$ cat config.mk
export PLATFORM = sky130hd
export DESIGN_NAME = tag_port_arbiter
export DESIGN_NICKNAME = d
export VERILOG_FILES = /design/src/rtl/tag_port_arbiter_pkg.sv /design/src/rtl/tag_update_fifo.sv /design/src/rtl/tag_port_arbiter.sv
export SDC_FILE = /design/constraint.sdc
export NUM_CORES = 1
export LEC_CHECK = 0
export ABC_AREA = 1
export ABC_CLOCK_PERIOD_IN_PS = 4850
export BUFFER_PORTS_ARGS = -buffer_cell sky130_fd_sc_hd__buf_2
export CORE_MARGIN = 1.5
export CORE_UTILIZATION = 38
export DETAILED_ROUTE_END_ITERATION = 16
export GPL_ROUTABILITY_DRIVEN = 0
export PLACE_DENSITY = 0.59
export SLEW_MARGIN = 30
export SYNTH_ARGS = -nofsm -noshare
export SYNTH_HDL_FRONTEND = slang
export SYNTH_SLANG_ARGS = --single-unit
export TNS_END_PERCENT = 10
$ cat constraint.sdc
create_clock -name clock_i -period 4.85 [get_ports clock_i]
set_input_delay 0.2425 -clock clock_i [delete_from_list [all_inputs] [get_ports clock_i]]
set_output_delay 0.2425 -clock clock_i [all_outputs]
set_load 0.01 [all_outputs]
$ cat src/rtl/tag_port_arbiter_pkg.sv
// tag_port_arbiter_pkg
// Shared size defaults and grant encoding for the tag-port arbiter and its
// update FIFO.
package tag_port_arbiter_pkg;

  localparam int ADDR_WIDTH       = 64;
  localparam int OFFSET_SIZE_DEF  = 5;
  localparam int INDEX_SIZE_DEF   = 8;
  localparam int STARVE_LIMIT_DEF = 4;

  typedef enum logic [1:0] {
    GRANT_NONE   = 2'd0,
    GRANT_FETCH  = 2'd1,
    GRANT_UPDATE = 2'd2
  } grant_e;

endpackage

$ cat src/rtl/tag_update_fifo.sv
// tag_update_fifo
// Two-entry FIFO holding pending tag writes from the refill path.
// Ports:
//   clock_i, reset_i       clock, synchronous active-high reset
//   push_i, push_tag,
//   push_index             write side (caller guarantees not full)
//   pop_i                  remove head (caller guarantees not empty)
//   count                  occupancy 0..2
//   head_tag, head_index   oldest entry
//   entry_valid,
//   entry_index            per-slot view used for index hazard compare
module tag_update_fifo
  import tag_port_arbiter_pkg::*;
#(
  parameter int TAG_SIZE   = ADDR_WIDTH - (OFFSET_SIZE_DEF + INDEX_SIZE_DEF),
  parameter int INDEX_SIZE = INDEX_SIZE_DEF
) (
  input  logic                       clock_i,
  input  logic                       reset_i,
  input  logic                       push_i,
  input  logic [TAG_SIZE-1:0]        push_tag,
  input  logic [INDEX_SIZE-1:0]      push_index,
  input  logic                       pop_i,
  output logic [1:0]                 count,
  output logic [TAG_SIZE-1:0]        head_tag,
  output logic [INDEX_SIZE-1:0]      head_index,
  output logic [1:0]                 entry_valid,
  output logic [1:0][INDEX_SIZE-1:0] entry_index
);

  logic [TAG_SIZE-1:0]   tag_mem   [2];
  logic [INDEX_SIZE-1:0] index_mem [2];
  logic                  wr_ptr;
  logic                  rd_ptr;

  always_ff @(posedge clock_i) begin
    if (reset_i) begin
      count  <= 2'd0;
      wr_ptr <= 1'b0;
      rd_ptr <= 1'b0;
    end else begin
      if (push_i) wr_ptr <= ~wr_ptr;
      if (pop_i)  rd_ptr <= ~rd_ptr;
      case ({push_i, pop_i})
        2'b10:   count <= count + 2'd1;
        2'b01:   count <= count - 2'd1;
        default: count <= count;
      endcase
    end
  end

  // Storage needs no reset: slot contents are only observed through count.
  always_ff @(posedge clock_i) begin
    if (push_i) begin
      tag_mem[wr_ptr]   <= push_tag;
      index_mem[wr_ptr] <= push_index;
    end
  end

  assign head_tag   = tag_mem[rd_ptr];
  assign head_index = index_mem[rd_ptr];

  // With one entry only the slot under rd_ptr holds live data.
  always_comb begin
    entry_valid[0] = (count == 2'd2) || ((count == 2'd1) && (rd_ptr == 1'b0));
    entry_valid[1] = (count == 2'd2) || ((count == 2'd1) && (rd_ptr == 1'b1));
    entry_index[0] = index_mem[0];
    entry_index[1] = index_mem[1];
  end

endmodule

$ cat src/rtl/tag_port_arbiter.sv
// tag_port_arbiter
// Arbitrates the single tag-array port between cache lookups (fetch) and
// refill tag writes (update). Updates are queued in a 2-entry FIFO; a fetch
// whose index matches a queued update is held until that update drains, and
// an update is forced through after STARVE_LIMIT consecutive fetch grants.
// Ports:
//   clock_i, reset_i                     clock, synchronous active-high reset
//   fetchValid_i/Tag/Index/Offset,
//   fetchReady_o                         lookup request, accepted this cycle
//   updValid_i/Tag/Index, updReady_o     refill tag write, FIFO not full
//   fetchEnable_o, tag_o, index_o,
//   offset_o                             registered lookup to tag-query stage
//   updateEnable_o, newTag_o, newIndex_o registered write to tag-query stage
//   updCount_o, hazardStall_o            FIFO occupancy, fetch held by hazard
module tag_port_arbiter
  import tag_port_arbiter_pkg::*;
#(
  parameter int OFFSET_SIZE  = OFFSET_SIZE_DEF,
  parameter int INDEX_SIZE   = INDEX_SIZE_DEF,
  parameter int TAG_SIZE     = ADDR_WIDTH - (OFFSET_SIZE + INDEX_SIZE),
  parameter int STARVE_LIMIT = STARVE_LIMIT_DEF
) (
  input  logic                   clock_i,
  input  logic                   reset_i,
  input  logic                   fetchValid_i,
  input  logic [TAG_SIZE-1:0]    fetchTag_i,
  input  logic [INDEX_SIZE-1:0]  fetchIndex_i,
  input  logic [OFFSET_SIZE-1:0] fetchOffset_i,
  output logic                   fetchReady_o,
  input  logic                   updValid_i,
  input  logic [TAG_SIZE-1:0]    updTag_i,
  input  logic [INDEX_SIZE-1:0]  updIndex_i,
  output logic                   updReady_o,
  output logic                   fetchEnable_o,
  output logic [TAG_SIZE-1:0]    tag_o,
  output logic [INDEX_SIZE-1:0]  index_o,
  output logic [OFFSET_SIZE-1:0] offset_o,
  output logic                   updateEnable_o,
  output logic [TAG_SIZE-1:0]    newTag_o,
  output logic [INDEX_SIZE-1:0]  newIndex_o,
  output logic [1:0]             updCount_o,
  output logic                   hazardStall_o
);

  localparam int STARVE_W = $clog2(STARVE_LIMIT + 1);

  grant_e                      grant;
  logic                        push;
  logic                        pop;
  logic                        hazard;
  logic                        fifo_nonempty;
  logic                        starved;
  logic [STARVE_W-1:0]         starve_cnt;
  logic [1:0]                  count;
  logic [TAG_SIZE-1:0]         head_tag;
  logic [INDEX_SIZE-1:0]       head_index;
  logic [1:0]                  entry_valid;
  logic [1:0][INDEX_SIZE-1:0]  entry_index;

  tag_update_fifo #(
    .TAG_SIZE   (TAG_SIZE),
    .INDEX_SIZE (INDEX_SIZE)
  ) u_fifo (
    .clock_i     (clock_i),
    .reset_i     (reset_i),
    .push_i      (push),
    .push_tag    (updTag_i),
    .push_index  (updIndex_i),
    .pop_i       (pop),
    .count       (count),
    .head_tag    (head_tag),
    .head_index  (head_index),
    .entry_valid (entry_valid),
    .entry_index (entry_index)
  );

  // Readiness comes from the registered count, so a same-cycle pop never
  // frees room for a push.
  assign updReady_o    = !reset_i && (count != 2'd2);
  assign push          = updValid_i && updReady_o;
  assign pop           = (grant == GRANT_UPDATE);
  assign fifo_nonempty = (count != 2'd0);
  assign starved       = (starve_cnt == STARVE_W'(STARVE_LIMIT));
  assign updCount_o    = count;

  always_comb begin
    hazard = fetchValid_i &&
             ((entry_valid[0] && (entry_index[0] == fetchIndex_i)) ||
              (entry_valid[1] && (entry_index[1] == fetchIndex_i)));
  end
  assign hazardStall_o = hazard;

  always_comb begin
    grant = GRANT_NONE;
    if (reset_i) begin
      grant = GRANT_NONE;
    end else if (fifo_nonempty && (!fetchValid_i || starved || hazard)) begin
      grant = GRANT_UPDATE;
    end else if (fetchValid_i) begin
      grant = GRANT_FETCH;
    end
  end
  assign fetchReady_o = (grant == GRANT_FETCH);

  always_ff @(posedge clock_i) begin
    if (reset_i || !fifo_nonempty || (grant == GRANT_UPDATE)) begin
      starve_cnt <= '0;
    end else if ((grant == GRANT_FETCH) && !starved) begin
      starve_cnt <= starve_cnt + STARVE_W'(1);
    end
  end

  // Registered tag-query interface; the side not granted is driven to zero.
  always_ff @(posedge clock_i) begin
    fetchEnable_o  <= 1'b0;
    tag_o          <= '0;
    index_o        <= '0;
    offset_o       <= '0;
    updateEnable_o <= 1'b0;
    newTag_o       <= '0;
    newIndex_o     <= '0;
    if (!reset_i) begin
      case (grant)
        GRANT_FETCH: begin
          fetchEnable_o <= 1'b1;
          tag_o         <= fetchTag_i;
          index_o       <= fetchIndex_i;
          offset_o      <= fetchOffset_i;
        end
        GRANT_UPDATE: begin
          updateEnable_o <= 1'b1;
          newTag_o       <= head_tag;
          newIndex_o     <= head_index;
        end
        default: ;
      endcase
    end
  end

endmodule

==> qor.yml <==
status: "finished, final reports clean"
drt_iter0_drc: 243
ant_nets: 0
synth_cells: 692
cp_max_fo: 39
fin_setup_tns_ps: 0
power_density_mw_per_mm2: 410.4
hold_start: "fetchIndex_i[6]"
relSlewSlack: 0.4898
start_util: 0.3877
holdWs_ps: 20.53
internal-power_mw: 3.766
yosysMostFrequentCell: "nand2_1"
grt_max_degree: 68
layout.nets: 1211
grt.total_usage: 0.1556
r2r-end: "tag_o[28]$_SDFF_PP0_"
io_buffer_count: 256
die_area_mm2: 0.02233
synth.area.top_cells: "edfxtp_1 (43%), dfxtp_1 (32%), nand2_1 (6.7%), inv_1 (4.2%), a21oi_1 (3.6%)"
first_global_vias: 5499
hp-class: "in -> reg"
worst-path-buf-inv: 3
fp.dieH_um: 149.4
path_delay_family: "simple AND/OR/NAND/NOR gates"
synth_warnings: 0
max-clock-path-buffers: 3
final_hold_viol_count: 0
antenna_found_initial: 1
tightest_slew_ps: 765.3
synth_nets: 825
cp.arrival_ps: 3110
synth.distinct_cells: 22
yosysTopAreaCellShare: 0.4348
hold-path-endpoint: "index_o[6]$_SDFF_PP0_"
power.switching_mw: 1.086
drc: 0
p_comb_frac: 0.092
routed_wirelength_um: 18250
p_leak_nw: 5.526
num_vias: 5874
design_area_mm2: 0.01182
post_drt_wl_per_cell_um: 13.27
slew_violations: 0
hold_depth: 3
cpMaxStageDelayCell: "dfxtp_2"
synth_flop_cell: "dfxtp_1"
peakVddDrop_mv: 0.2787
die_w_um: 149.4
worst_setup_path_end_kind: "output pin"
synth_edf_count: 118
cp.required_ps: 4610
rsz0062_at_grt: "no"
ys_async_sr_fraction: 0
critPathLaunchType: "register"
cts_made_buffers: 27
rrSetupSlack_ps: 1830
seqPwrFrac: 0.485
syn_avg_cell_area_um2: 11.78
utilization: 0.5625
min_period_ps: 3349
setup_violations: 0
yosys_register_bits: 250
cts_root_buffer: "clkbuf_16"
ios: 257
path_cells: "buf_4, nand2_1, nand2_1, nand3_1, nor2_1, nand2_1, nand3_2, nand2_2, nand2_2, inv_1, buf_2"
yosys.area.top_type: "edfxtp_1"
grt_overflow: 0
ff2ff_path_depth: 11
dp_cells: 1203
drive_above_1_share: 0.2939
syn_area_mm2: 0.008149
area_growth_pct: 45.09
grt_pass1_wl_um: 27470
num_rows: 53
cts.sink_count: 250
dp_hpwl_um: 11090
layout.cells.non_filler: 1375
finalClockSkew_ps: 11.85
viasPerCell: 4.272
worstReg2RegStart: "u_fifo.rd_ptr$_SDFFE_PP0P_"
dr.pass1.iters: 6
yosysSeqAreaShare: 0.7591
fin_crit_sh: 0.6905
cts_tree: "done"
cp_common_cell: "nand2_1"
max_stage_delay_ps: 720
clkPwrFrac: 0.423
maxCapViolations: 0
max_freq_ghz: 0.2986
placed_area_mm2: 0.009683
clk_pin_slew_ps: 60
p_sw_frac: 0.2239
crit_type: "reg -> out"
insertion_delay_ps: 530
synthTopCellsByCount: "nand2_1 (146), dfxtp_1 (132), edfxtp_1 (118), inv_1 (91), nor2_1 (73)"
coreArea_mm2: 0.02102
h-tree-depth: 1
## through the flow
step | setup slack (ps) | power (mW)
after floorplan | 786.1 | 2.604
after global placement | 1815 | 2.770
after detailed placement | 1777 | 2.775
after CTS | 1420 | 4.914
after global routing | 1123 | 5.050
final | 1501 | 4.852
## tightest hold or removal path, stage by stage
cell	delay [ps]
buf_2	130
inv_1	70
nor2_1	50
## per-layer routing
layer / routed length [µm] / vias to the layer above / track usage / share of wire
li1: - / 2981 / - / -
met1: 7855 / 2685 / 0.1931 / 0.43
met2: 8946 / 170 / 0.2696 / 0.49
met3: 921 / 38 / 0.03018 / 0.050
met4: 521 / 0 / 0.05495 / 0.029
met5: 0 / - / 0 / 0
## timing repair
action                     CTS  global route
hold endpoints to repair   180             0
setup buffers                0             0
resized for setup            0             0
setup endpoints to repair    0             0
hold buffers               121             0
## area by class of cell
class                      instances  area (µm²)
multi-input combinational        324        1480
tap                              275       344.1
clock inverter                     8       83.83
antenna                            1       2.502
clock buffer                      42       843.3
fill                            1759        9198
timing repair buffer             383        2537
inverter                          92       345.3
sequential                       250        6187
## state kept, by name, indices dropped and copies added, names as in the netlist
signal,cells
u_fifo.tag_mem,102
newTag_o,51
tag_o,51
u_fifo.index_mem,16
index_o,8
newIndex_o,8
offset_o,5
starve_cnt,3
u_fifo.count,2
fetchEnable_o,1
u_fifo.rd_ptr,1
u_fifo.wr_ptr,1
updateEnable_o,1
## placed cells by master (no fill, tap or decap), drive strengths merged, types with 3 or more instances in the layout
master | netlist | final
a211oi | 8 | 8
a21oi | 59 | 59
buf | 14 | 262
clkbuf | 12 | 42
clkinv | 0 | 5
dfxtp | 132 | 132
dlygate4sd3 | 0 | 121
edfxtp | 118 | 118
ha | 6 | 6
inv | 92 | 93
nand2 | 149 | 149
nand3 | 3 | 3
nand4 | 5 | 5
nor2 | 83 | 83
o21ai | 3 | 3
xnor2 | 3 | 3
xor2 | 3 | 3
## logic make-up after synthesis
kind of cell | share of synthesized area
xor gates and xnor gates | 0.006450
buffers and inverters | 0.06111
DFF | 0.7591
AOI/OAI and AO/OA | 0.04637
and+or+nand+nor | 0.1178
adders and majority gates | 0.009212
## power groups by stage
stage / clock [mW] / sequential [mW] / combinational, mW
2_1_floorplan: 0 / 2.42 / 0.184
3_3_place_gp: 0 / 2.40 / 0.370
3_5_place_dp: 0 / 2.40 / 0.375
4_1_cts: 2.10 / 2.36 / 0.453
5_1_grt: 2.19 / 2.36 / 0.498
6_report: 2.05 / 2.35 / 0.447
## worst max-delay path by stage
| stage | from | to | slack (ps) | cells after the start |
|---|---|---|---|---|
| 2_1_floorplan | u_fifo.count[0]$_SDFFE_PP0P_ | u_fifo.index_mem[1][0]$_DFFE_PP_ | 790 | 5 |
| 6_report | u_fifo.rd_ptr$_SDFFE_PP0P_ | fetchReady_o | 1500 | 11 |
| 5_1_grt | u_fifo.rd_ptr$_SDFFE_PP0P_ | fetchReady_o | 1120 | 11 |
| 3_5_place_dp | u_fifo.rd_ptr$_SDFFE_PP0P_ | tag_o[46]$_SDFF_PP0_ | 1780 | 11 |
| 3_3_place_gp | u_fifo.rd_ptr$_SDFFE_PP0P_ | tag_o[10]$_SDFF_PP0_ | 1820 | 11 |
| 4_1_cts | u_fifo.rd_ptr$_SDFFE_PP0P_ | fetchReady_o | 1420 | 11 |
Note: power is estimated with default switching activity, not from simulation.
